## config.mk

```make
export PLATFORM = sky130hd
export DESIGN_NAME = mul_mc_arbiter
export DESIGN_NICKNAME = d
export VERILOG_FILES = /design/src/rtl/mul_mc_arbiter_pkg.sv /design/src/rtl/mul_multicycle.sv /design/src/rtl/rr_arbiter.sv /design/src/rtl/mul_mc_arbiter.sv
export SDC_FILE = /design/constraint.sdc
export NUM_CORES = 1
export LEC_CHECK = 0
export ABC_CLOCK_PERIOD_IN_PS = 2350
export BUFFER_PORTS_ARGS = -buffer_cell sky130_fd_sc_hd__buf_2
export CORE_ASPECT_RATIO = 1.25
export CORE_MARGIN = 1
export CORE_UTILIZATION = 30
export DETAILED_ROUTE_END_ITERATION = 7
export PLACE_DENSITY_LB_ADDON = 0.25
export SLEW_MARGIN = 15
export SYNTH_ARGS = -nofsm -noshare
export SYNTH_HDL_FRONTEND = slang
export SYNTH_SLANG_ARGS = --single-unit
```

## constraint.sdc

```tcl
create_clock -name clk -period 2.35 [get_ports clk]
set_input_delay 0.3525 -clock clk [delete_from_list [all_inputs] [get_ports clk]]
set_output_delay 0.3525 -clock clk [all_outputs]
set_load 0.05 [all_outputs]
```

## src/rtl/mul_mc_arbiter_pkg.sv

```systemverilog
// rtl/mul_mc_arbiter_pkg.sv - shared types and helpers for the multiplier arbiter
package mul_mc_arbiter_pkg;

  typedef enum logic [2:0] {
    IDLE,
    LOAD,
    RUN,
    RESP,
    CLR_LOAD,
    CLR_RUN
  } state_t;

  // Index width for n requesters; never narrower than one bit.
  function automatic int id_width(input int n);
    return (n > 1) ? $clog2(n) : 1;
  endfunction

endpackage

```

## src/rtl/mul_multicycle.sv

```systemverilog
// rtl/mul_multicycle.sv - shift-add multiplier, one partial product per unstopped cycle
module mul_multicycle #(
  parameter int NUM_BITS = 13
) (
  input  logic                clk,
  input  logic                nRST,
  input  logic                start,
  input  logic                stop,
  input  logic [NUM_BITS-1:0] op1,
  input  logic [NUM_BITS-1:0] op2,
  output logic [NUM_BITS-1:0] result,
  output logic                overflow,
  output logic                round_loss
);

  logic [2*NUM_BITS-1:0] prod;
  logic [NUM_BITS-1:0]   mcand;
  logic [NUM_BITS:0]     sum;

  assign sum = {1'b0, prod[2*NUM_BITS-1:NUM_BITS]} + (prod[0] ? {1'b0, mcand} : '0);

  // start only reloads the low half; whatever sits in the upper half is
  // accumulated into the next product, so callers must flush it first.
  always_ff @(posedge clk or negedge nRST) begin
    if (!nRST) begin
      prod  <= '0;
      mcand <= '0;
    end else if (start) begin
      prod  <= {prod[2*NUM_BITS-1:NUM_BITS], op2};
      mcand <= op1;
    end else if (!stop) begin
      prod  <= {sum, prod[NUM_BITS-1:1]};
    end
  end

  assign result     = prod[2*NUM_BITS-2:NUM_BITS-1];
  assign overflow   = prod[2*NUM_BITS-1];
  assign round_loss = |prod[NUM_BITS-2:0];

endmodule

```

## src/rtl/rr_arbiter.sv

```systemverilog
// rtl/rr_arbiter.sv - combinational round-robin picker starting at a pointer
module rr_arbiter #(
  parameter int NUM_REQ = 2,
  parameter int ID_W    = 1
) (
  input  logic [NUM_REQ-1:0] req,
  input  logic [ID_W-1:0]    ptr,
  output logic [NUM_REQ-1:0] gnt,
  output logic [ID_W-1:0]    idx,
  output logic               any
);

  function automatic logic [ID_W-1:0] slot(input logic [ID_W-1:0] p, input int k);
    int s;
    s = int'(p) + k;
    if (s >= NUM_REQ) s = s - NUM_REQ;
    return ID_W'(s);
  endfunction

  always_comb begin
    gnt = '0;
    idx = '0;
    any = 1'b0;
    for (int k = 0; k < NUM_REQ; k++) begin
      if (!any && req[slot(ptr, k)]) begin
        any               = 1'b1;
        idx               = slot(ptr, k);
        gnt[slot(ptr, k)] = 1'b1;
      end
    end
  end

endmodule

```

## src/rtl/mul_mc_arbiter.sv

```systemverilog
// rtl/mul_mc_arbiter.sv - round-robin front end sharing one mul_multicycle
module mul_mc_arbiter
  import mul_mc_arbiter_pkg::*;
#(
  parameter int NUM_BITS = 13,
  parameter int NUM_REQ  = 2
) (
  input  logic                         clk,
  input  logic                         nRST,
  input  logic [NUM_REQ-1:0]           req_valid,
  output logic [NUM_REQ-1:0]           req_ready,
  input  logic [NUM_REQ*NUM_BITS-1:0]  req_op1,
  input  logic [NUM_REQ*NUM_BITS-1:0]  req_op2,
  output logic                         resp_valid,
  input  logic                         resp_ready,
  output logic [$clog2(NUM_REQ)-1:0]   resp_id,
  output logic [NUM_BITS-1:0]          resp_result,
  output logic                         resp_overflow,
  output logic                         resp_round_loss,
  output logic                         busy
);

  localparam int ID_W  = id_width(NUM_REQ);
  localparam int CNT_W = $clog2(NUM_BITS + 1);
  localparam logic [CNT_W-1:0] CNT_LAST = CNT_W'(NUM_BITS - 1);

  state_t              state, state_n;
  logic [ID_W-1:0]     rr_ptr, id_q, win_idx, ptr_next;
  logic [NUM_REQ-1:0]  win_gnt;
  logic                win_any;
  logic [CNT_W-1:0]    cnt;
  logic [NUM_BITS-1:0] op1_q, op2_q, win_op1, win_op2, mul_op1, mul_op2;
  logic                mul_start, mul_stop;

  rr_arbiter #(
    .NUM_REQ(NUM_REQ),
    .ID_W   (ID_W)
  ) u_rr (
    .req(req_valid),
    .ptr(rr_ptr),
    .gnt(win_gnt),
    .idx(win_idx),
    .any(win_any)
  );

  assign win_op1  = req_op1[int'(win_idx)*NUM_BITS +: NUM_BITS];
  assign win_op2  = req_op2[int'(win_idx)*NUM_BITS +: NUM_BITS];
  assign ptr_next = (int'(win_idx) == NUM_REQ - 1) ? '0 : win_idx + ID_W'(1);

  always_ff @(posedge clk or negedge nRST) begin
    if (!nRST) state <= IDLE;
    else       state <= state_n;
  end

  always_comb begin
    state_n    = state;
    req_ready  = '0;
    resp_valid = 1'b0;
    mul_start  = 1'b0;
    mul_stop   = 1'b1;
    case (state)
      IDLE: begin
        if (win_any) begin
          req_ready = win_gnt;
          state_n   = LOAD;
        end
      end
      LOAD: begin
        mul_start = 1'b1;
        state_n   = RUN;
      end
      RUN: begin
        mul_stop = 1'b0;
        if (cnt == CNT_LAST) state_n = RESP;
      end
      RESP: begin
        resp_valid = 1'b1;
        if (resp_ready) state_n = CLR_LOAD;
      end
      CLR_LOAD: begin
        mul_start = 1'b1;
        state_n   = CLR_RUN;
      end
      CLR_RUN: begin
        mul_stop = 1'b0;
        if (cnt == CNT_LAST) state_n = IDLE;
      end
      default: state_n = IDLE;
    endcase
  end

  always_ff @(posedge clk or negedge nRST) begin
    if (!nRST) begin
      rr_ptr <= '0;
      cnt    <= '0;
      id_q   <= '0;
      op1_q  <= '0;
      op2_q  <= '0;
    end else begin
      case (state)
        IDLE: begin
          if (win_any) begin
            id_q   <= win_idx;
            op1_q  <= win_op1;
            op2_q  <= win_op2;
            rr_ptr <= ptr_next;
          end
        end
        LOAD, CLR_LOAD: cnt <= '0;
        RUN, CLR_RUN:   cnt <= cnt + CNT_W'(1);
        default: ;
      endcase
    end
  end

  // Zero operands on the clear pass shift the stale upper half out.
  assign mul_op1 = (state == LOAD) ? op1_q : '0;
  assign mul_op2 = (state == LOAD) ? op2_q : '0;

  mul_multicycle #(
    .NUM_BITS(NUM_BITS)
  ) u_mul (
    .clk       (clk),
    .nRST      (nRST),
    .start     (mul_start),
    .stop      (mul_stop),
    .op1       (mul_op1),
    .op2       (mul_op2),
    .result    (resp_result),
    .overflow  (resp_overflow),
    .round_loss(resp_round_loss)
  );

  assign resp_id = id_q;
  assign busy    = (state != IDLE);

endmodule

```

==> results by group <==
Critical path
  • CP Capture Type: register
  • Reg-to-reg endpoint: u_mul.prod[24]$_DFFE_PN0P_
  • FF-to-FF setup slack: ~120 ps
  • Critical Path Start Type: register
  • Critical path class: reg -> reg
  • Data arrival, critical path: ~2500 ps
  • Crit-path max FO: 9
  • R2R depth: 8
  • R2R Path Start: u_mul.prod[0]$_DFFE_PN0P_
  • CP required: approximately 2600 ps

Power and ir drop
  • VDD IR-drop max: around 540 uV
  • Clock power share: 16.8%
  • Switching Fraction: 46.0%
  • Reg power frac: 28.4%
  • P_leak: about 2.5 nW
  • P_int: approximately 4.8 mW
  • Power share of the combinational group: between 50% and 60%
  • Power Density: ~1600 mW/mm^2
  • Switching power: a little over 4 mW

STA
  • Final Slew Violations: 0
  • Final hold vios: 0
  • Worst slew pin tran: approximately 560 ps
  • Relative slew margins: around 63%
  • Count of final setup violators: 0
  • Hold_ws: 34.1 ps
  • Period minus WS final: between 2000 and 2500 ps
  • Clk_skew: roughly 5.8 ps
  • Fmax: between 0.4 and 0.5 GHz
  • Period utilisation layout: roughly 95%

Floorplan
  • IO Count: 77
  • Initial Util: ~31%
  • Die X: 111 microns
  • DIE AREA: 0.0155 sq mm
  • Core ar.: ~0.015 sq mm
  • # rows: 49
  • Chip height: 139 microns

Logic synthesis
  • Avg Cell Area, Syn: approximately 9 sq um
  • Adder-Cell Fraction of Synth Area: roughly 4.6%
  • Register bit total from synthesis: 74
  • Mux share of post-synthesis cell area: about 6%
  • Top post-synthesis cells by count: nand2_1 (89), dfrtp_1 (74), a22oi_1 (41)
  • Main combinational cell family by area after synthesis: compound AO/OA/AOI/OAI gates
  • XOR/XNOR Fraction of Synth Area: 0.974%
  • Post-synth ARST share: 100%
  • Main synth FF type: dfrtp_1
  • Synth Area in Compound Gates: a little under a quarter
  • Post-synth EDFFs: 0
  • Syn Std Cell Area: between 0.004 and 0.005 sq mm
  • Ys Warns: 0
  • Yosys cell types: 55
  • Post-synthesis net count: between 500 and 600
  • Leading area contributor after synthesis: dfrtp_1
  • Simple-gate share of the synthesized area: around 17%
  • Post-Syn Instances: roughly 500
  • Sequential element share of the synthesized area: approximately two fifths
  • Synth top area share: between 40% and 50%
  • Synth top area cells: dfrtp_1 (41%), nand2_1 (7.4%), a22oi_1 (6.8%), mux2i_1 (5.8%), o21ai_0 (4.5%)
  • Most common cell in the netlist: nand2_1

Drt
  • Final wirelength: about 11 mm
  • Per-cell routed wire length: 15.0 microns
  • 1st-pass router iterations: 8
  • Via density: roughly 5.1
  • Residual DRC: 1
  • Antenna viol nets, final: 0
  • DR iter-0 viols: about 230
  • Vias: 3,790

Clock network
  • Worst-Skew Late Latency: roughly 340 ps
  • H-tree depth: 3
  • Max Root-Sink Buffers: 2
  • CTS tree: built
  • Clock Pin Slew Worst Setup and Hold Paths: around 60 ps
  • CTS sink count: 74
  • Root Buffer Master: clkbuf_16
  • CTS Buf Count: 9

Final layout
  • Final net count: 630
  • Area grow syn2layout: 19.4%
  • Diodes inserted: 0
  • Core Util, Final: a little under two fifths
  • Share of cells above drive strength 1: around 22%

Placement
  • RePlAce Congestion: ~0.82
  • Count of input and output buffers: 76
  • DP HPWL: between 8 and 9 mm

Global routing
  • Global route overflow: 0
  • Vias in the first global route: approximately 3,700
  • Largest net degree at the start of global routing: 75
  • Global-route wire length before repair: ~19 mm
  • Total Routing Usage GR: ~15%
  • Antenna violations before repair: 0

Run
  • Max_cap viols: 0

Outcome
  • Violated checks: design-rule violations
  • Run status: finished, violations left

Worst hold path
  • Classification of the worst-slack hold path: in -> async
power by group through the flow:
stage                     logic [mW]  registers (mW)  clock network, mW
final                           4.84            2.51               1.48
after global routing            5.44            2.61               1.57
after CTS                       4.83            2.51               1.52
after detailed placement        4.81            2.53                  0
after global placement          4.71            2.52                  0
after floorplan                 3.92            2.32                  0
state kept, by name, indices dropped and copies added (netlist names):
name / cells
u_mul.prod: 26
op1_q: 13
op2_q: 13
u_mul.mcand: 13
cnt: 4
state: 3
resp_id: 1
rr_ptr: 1
kinds of logic after synthesis:
family                     count (synthesis)
AOI/OAI and AO/OA                        154
xor gates and xnor gates                   5
adders and majority gates                 16
buffers and inverters                     57
DFF                                       74
muxes                                     27
and+or+nand+nor                          163
critical path, stage by stage (launching register included):
cell,delay [ps]
dfrtp_2,450
buf_4,170
and2_1,130
ha_1,360
nand2_1,190
o21ai_0,180
or4_1,490
o211ai_1,100
nor3_1,60
per-layer routing:
| layer | share of wire (%) | vias to the layer above | track usage (%) | routed length (microns) |
|---|---|---|---|---|
| li1 | - | 1920 | - | - |
| met4 | 1.3 | 0 | 5.62 | 140 |
| met2 | 49 | 68 | 24.4 | 5370 |
| met3 | 2.9 | 8 | 2.75 | 323 |
| met1 | 47 | 1794 | 20.2 | 5220 |
| met5 | 0 | - | 0 | 0 |
final cells by class:
| cell class | count | area (sq um) |
|---|---|---|
| Clock inverter | 5 | 78.8 |
| Inverter | 9 | 36.3 |
| Timing Repair Buffer | 98 | 573 |
| Fill cell | 1460 | 9160 |
| Sequential cell | 74 | 1850 |
| Multi-Input combinational cell | 365 | 2360 |
| Tap cell | 178 | 223 |
| Clock buffer | 10 | 239 |
through the flow:
| step | setup TNS, ps | setup WS (ps) | instances | power (mW) | area (sq um) |
|---|---|---|---|---|---|
| 4_1_cts | 0 | 66.5 | 738 | 8.86 | 5350 |
| 5_1_grt | -39.1 | -39.1 | 739 | 9.62 | 5370 |
| 6_report | 0 | 118 | 739 | 8.83 | 5370 |
| 2_1_floorplan | 0 | 242 | 496 | 6.24 | 4500 |
| 3_3_place_gp | 0 | 143 | 723 | 7.23 | 5030 |
| 3_5_place_dp | 0 | 81.0 | 723 | 7.34 | 5030 |
worst max-delay path by stage:
stage / startpoint / to / slack (ps)
2_1_floorplan: u_mul.prod[0]$_DFFE_PN0P_ / u_mul.prod[24]$_DFFE_PN0P_ / 240
3_3_place_gp: u_mul.prod[0]$_DFFE_PN0P_ / u_mul.prod[24]$_DFFE_PN0P_ / 140
3_5_place_dp: u_mul.prod[0]$_DFFE_PN0P_ / u_mul.prod[23]$_DFFE_PN0P_ / 80
4_1_cts: state[0]$_DFFE_PN0P_ / req_ready[0] / 70
5_1_grt: u_mul.prod[0]$_DFFE_PN0P_ / u_mul.prod[24]$_DFFE_PN0P_ / -40
6_report: u_mul.prod[0]$_DFFE_PN0P_ / u_mul.prod[24]$_DFFE_PN0P_ / 120
what timing repair did:
action	4_1_cts	5_1_grt
setup buffers	0	1
hold buffers	0	0
resized for setup	0	5
endpoints found under the setup margin	0	6
layout by cell type, fill, tap and decap left out, types with 9 or more instances in the layout:
cell type / instances
nand2_1: 89
buf_2: 75
dfrtp_1: 72
a22oi_1: 41
o21ai_0: 39
mux2i_1: 26
buf_4: 20
nor2_1: 19
a21oi_1: 16
ha_1: 15
and2_1: 13
a22o_1: 13
o221ai_1: 13
nand3_1: 11
nor3_1: 10
a21o_1: 9
clkbuf_16: 9
Power figures use the tool's default switching activity.
